$ cat config.mk
export PLATFORM = sky130hd
export DESIGN_NAME = muldiv_sequencer
export DESIGN_NICKNAME = d
export VERILOG_FILES = /design/src/rtl/muldiv_sequencer.sv
export SDC_FILE = /design/constraint.sdc
export NUM_CORES = 1
export LEC_CHECK = 0
export ABC_AREA = 1
export BUFFER_PORTS_ARGS = -buffer_cell sky130_fd_sc_hd__buf_2
export CORE_MARGIN = 3
export CORE_UTILIZATION = 50
export DETAILED_ROUTE_END_ITERATION = 10
export GPL_ROUTABILITY_DRIVEN = 0
export GPL_TIMING_DRIVEN = 0
export PLACE_DENSITY = 0.77
export SLEW_MARGIN = 20
export SYNTH_ARGS = -nofsm -noshare
export SYNTH_HDL_FRONTEND = slang
export SYNTH_SLANG_ARGS = --single-unit
$ cat constraint.sdc
create_clock -name clk_i -period 1.9 [get_ports clk_i]
set_clock_uncertainty 0.1 [all_clocks]
set_input_delay 0.38 -clock clk_i [delete_from_list [all_inputs] [get_ports clk_i]]
set_output_delay 0.38 -clock clk_i [all_outputs]
set_load 0.02 [all_outputs]
$ cat src/rtl/muldiv_sequencer.sv
// rtl/muldiv_sequencer.sv - iterative unsigned MUL/MULHU/DIVU/REMU sequencer
// Uses the shared pipeline ALU for every add/subtract; owns no adder itself.
module muldiv_sequencer #(
  parameter int          WIDTH   = 32,
  parameter logic [3:0]  SEL_ADD = 4'b0010,
  parameter logic [3:0]  SEL_SUB = 4'b0011
) (
  input  logic             clk_i,
  input  logic             rst_ni,
  input  logic             start_i,
  input  logic [1:0]       op_i,
  input  logic [WIDTH-1:0] rs1_i,
  input  logic [WIDTH-1:0] rs2_i,
  output logic             busy_o,
  output logic             done_o,
  output logic [WIDTH-1:0] result_o,
  output logic [3:0]       alu_sel_o,
  output logic [WIDTH-1:0] alu_a_o,
  output logic [WIDTH-1:0] alu_b_o,
  input  logic [WIDTH-1:0] alu_result_i
);

  localparam int CW = $clog2(WIDTH);

  typedef enum logic [1:0] {IDLE, RUN, DONE} state_t;

  state_t           state, state_next;
  logic [1:0]       op;
  logic [CW-1:0]    count;
  logic [WIDTH-1:0] hi, lo, d;
  logic [WIDTH-1:0] hi_next, lo_next;
  logic [WIDTH-1:0] shifted;
  logic             msb, carry, geq, last;

  // hi/lo double as rem/quo for divide; op[1] selects the divide datapath
  assign shifted = {hi[WIDTH-2:0], lo[WIDTH-1]};
  assign msb     = hi[WIDTH-1];
  assign carry   = alu_result_i < hi;
  assign geq     = msb | !(shifted < d);
  assign last    = count == CW'(WIDTH - 1);

  always_ff @(posedge clk_i) begin
    if (!rst_ni) state <= IDLE;
    else         state <= state_next;
  end

  always_comb begin
    state_next = state;
    busy_o     = 1'b0;
    done_o     = 1'b0;
    alu_sel_o  = SEL_ADD;
    alu_a_o    = '0;
    alu_b_o    = '0;
    hi_next    = hi;
    lo_next    = lo;
    case (state)
      IDLE: if (start_i) state_next = RUN;
      RUN: begin
        busy_o  = 1'b1;
        alu_b_o = d;
        if (op[1]) begin
          alu_sel_o = SEL_SUB;
          alu_a_o   = shifted;
          hi_next   = geq ? alu_result_i : shifted;
          lo_next   = {lo[WIDTH-2:0], geq};
        end else begin
          alu_a_o = hi;
          if (lo[0]) {hi_next, lo_next} = {carry, alu_result_i, lo[WIDTH-1:1]};
          else       {hi_next, lo_next} = {1'b0, hi, lo[WIDTH-1:1]};
        end
        if (last) state_next = DONE;
      end
      DONE: begin
        busy_o     = 1'b1;
        done_o     = 1'b1;
        state_next = IDLE;
      end
      default: state_next = IDLE;
    endcase
  end

  always_ff @(posedge clk_i) begin
    if (!rst_ni) begin
      op       <= '0;
      count    <= '0;
      hi       <= '0;
      lo       <= '0;
      d        <= '0;
      result_o <= '0;
    end else if (state == IDLE) begin
      if (start_i) begin
        op    <= op_i;
        d     <= rs2_i;
        count <= '0;
        hi    <= '0;
        lo    <= rs1_i;
      end
    end else if (state == RUN) begin
      hi    <= hi_next;
      lo    <= lo_next;
      count <= count + CW'(1);
      // MULHU/REMU live in hi, MUL/DIVU in lo
      if (last) result_o <= op[0] ? hi_next : lo_next;
    end
  end

endmodule
==> impl_metrics.json <==
{
  "finalCriticalPeriod_ns": 2.55,
  "nNetsFinal": 1871,
  "status": "finished, violations left",
  "arrival_ns": 2.75,
  "fillers": 1390,
  "place_hpwl_um": 24300,
  "clock_sinks": 137,
  "io_pins": 203,
  "p_leak_nw": 6.32,
  "hp-class": "input port to flop",
  "ant_nets": 0,
  "setup_slack_ns": -0.652,
  "cts_buffers": 17,
  "drtPass1Iterations": 7,
  "wire_per_inst_um": 19.6,
  "startpoint_type": "flop",
  "grtUsageTotal_pct": 32.4,
  "final_common_cell": "nand2_1",
  "area_growth_pct": 38.9,
  "whs_ns": 0.106,
  "critPathTopFamily": "simple AND/OR/NAND/NOR gates",
  "postCtsHoldBufs": 0,
  "initialDrtViolationCount": 1268,
  "io_buffers": 199,
  "core_area_sq_mm": 0.0183,
  "clkTransAtPathRegs_ns": 0.06,
  "clk_path_buf_depth": 2,
  "ys_seq_area_share_pct": 29.0,
  "ys_ff_latch": 137,
  "synthTopCellsByArea": "dfxtp_1 (29%), nand2_1 (15%), ha_1 (8.9%), o21ai_0 (8.0%), a21oi_1 (7.7%)",
  "cp-end-kind": "flop",
  "start_util_pct": 51.7,
  "overflow": 0,
  "crit_required_ns": 2.10,
  "grt_pass1_wl_um": 53000,
  "hold_viol": 0,
  "tightest_slew_ns": 0.729,
  "fin_tns_setup_ns": -59.57,
  "cts_tree": "done",
  "die_x_um": 144,
  "rsz0062_at_grt": "true",
  "dieArea_sq_mm": 0.0206,
  "num_rows": 49,
  "slowest_delay_ns": 0.34,
  "drt-total-wl_um": 38000,
  "layout_common_cells": "nand2_1 (330), inv_1 (175), buf_2 (171)",
  "vias": 11500,
  "die_y_um": 144,
  "via_per_inst": 5.93,
  "violations": "negative setup slack",
  "drv_cap": 0,
  "grt_pass1_vias": 10600,
  "synth_warnings": 0,
  "setup_viol": 167,
  "synth_top_area_share_pct": 29.0,
  "antenna_found_initial": 0,
  "syn_area_sq_mm": 0.00945,
  "cpMostUsedCell": "nand2_1",
  "yosysTopAreaCell": "dfxtp_1",
  "clk_latency_ns": 0.44,
  "cellPowerDensity_mw_per_mm2": 764,
  "syn_area_per_cell_sq_um": 6.47,
  "diodes": 0,
  "cts_root_buf": "clkbuf_16",
  "slew_viol_final": 0,
  "synthDistinctLibCells": 39,
  "min_period_over_period_pct": 134,
  "crit_fanout": 8,
  "syn_inst": 1462,
  "cp_num_buf_inv": 3,
  "drive_gt1_share_pct": 33.2,
  "cpMaxStageDelayCell": "dfxtp_2",
  "max_slew_margin_pct": 51.4,
  "irDropWorstVdd_mv": 0.724,
  "design_power_total_w": 0.0100,
  "worstSetupPathType": "flop to flop",
  "htree_levels": 4,
  "grt_max_degree": 17,
  "drc": 0,
  "path_cells": "inv_2 -> ha_1 -> nand2_1 -> nor2_2 -> nor3b_4 -> inv_2 -> a21oi_4 -> nor2_4 -> buf_12 -> nand2_8 -> nand2_1 -> nand3_1 -> nand3_1 -> nand2_1 -> a21oi_1",
  "max_freq_ghz": 0.392
}
[logic make-up after synthesis]
kind of cell | share of synthesized area [%]
DFF | 29.0
AOI/OAI and AO/OA | 20.7
buffers and inverters | 13.3
and+or+nand+nor | 28.1
other | 0.0794
adders and majority gates | 8.87
[worst min-delay path: cells and delay by family]
kind / cells / cell delay (ns)
buf+inv: 1 / 0.09
compound gates: 1 / 0.07
simple gates: 1 / 0.05
[Yosys cell counts, drive strengths merged]
master,n
conb,2
dfxtp,137
clkbuf,65
nor4,1
or2,1
a221oi,1
nand4,4
o21bai,1
a21oi,148
o22ai,33
nand3,102
a211oi,1
buf,29
and3,1
nor3,2
dlygate4sd1,2
clkinv,3
o211ai,1
o21a,2
nor2,67
a31oi,31
nand2,417
inv,191
nor3b,1
ha,67
o21ai,152
[per-stage QoR]
| stage | std cells | cell area, sq um | utilization [%] | setup slack, ns |
|---|---|---|---|---|
| after global placement | 1891 | 10800 | 59.1 | -0.496 |
| after CTS | 1938 | 12600 | 68.8 | -0.394 |
| final | 1944 | 13100 | 71.9 | -0.652 |
| after detailed placement | 1891 | 10800 | 59.1 | -0.533 |
| after global routing | 1944 | 13100 | 71.9 | -0.670 |
| after floorplan | 1463 | 9520 | - | -0.0698 |
[power by group]
part	internal (W)	leakage (nW)	total, W	switching, W
Combinational	0.00112	4.91	0.00324	0.00212
Clock	0.00216	0.286	0.00352	0.00137
Sequential	0.00311	1.13	0.00327	0.000165
[metal layers]
metal  global-route usage [%]  share of wire [%]  routed length [um]  up-vias
met5                        0                  0                   0        -
met4                     16.1                6.6                2500        0
met3                     6.89                 12                4480      252
met2                     53.1                 45               17000      837
met1                     40.5                 37               14000     5201
li1                         -                  -                   -     5241
[flip-flops by register name, indices dropped and copies added, names as in the netlist]
name,cells
count,5
d,32
op,2
hi,32
state,2
lo,32
result_o,32
[path summary, 6_finish.rpt]
path / startpoint / end / slack, ns / cells after the start
setup / recovery: d[28] / result_o[18] / -0.65 / 15
hold / removal: rs1_i[19] / lo[19] / 0.11 / 3
setup reg to reg: d[28] / result_o[18] / -0.65 / 15
hold reg to reg: result_o[6] / result_o[6] / 0.36 / 2
[layout make-up]
type / instances / area (sq um) / share of cell area, %
flip-flops and latches: 137 / 2770 / 21.1
multi-input cells: 1036 / 6420 / 48.9
clock buffers: 20 / 467 / 3.55
plain buffers: 96 / 768 / 5.85
repair buffers: 221 / 1530 / 11.6
well taps: 229 / 287 / 2.18
clock inverters: 11 / 146 / 1.11
inverters: 194 / 737 / 5.61
[repair_timing]
item,CTS,global route
gates resized for setup,308,130
pin swaps,26,18
endpoints found under the setup margin,183,168
setup buffers,11,4
gates cloned,5,3
hold endpoints to repair,0,0
Power figures use the tool's default switching activity.
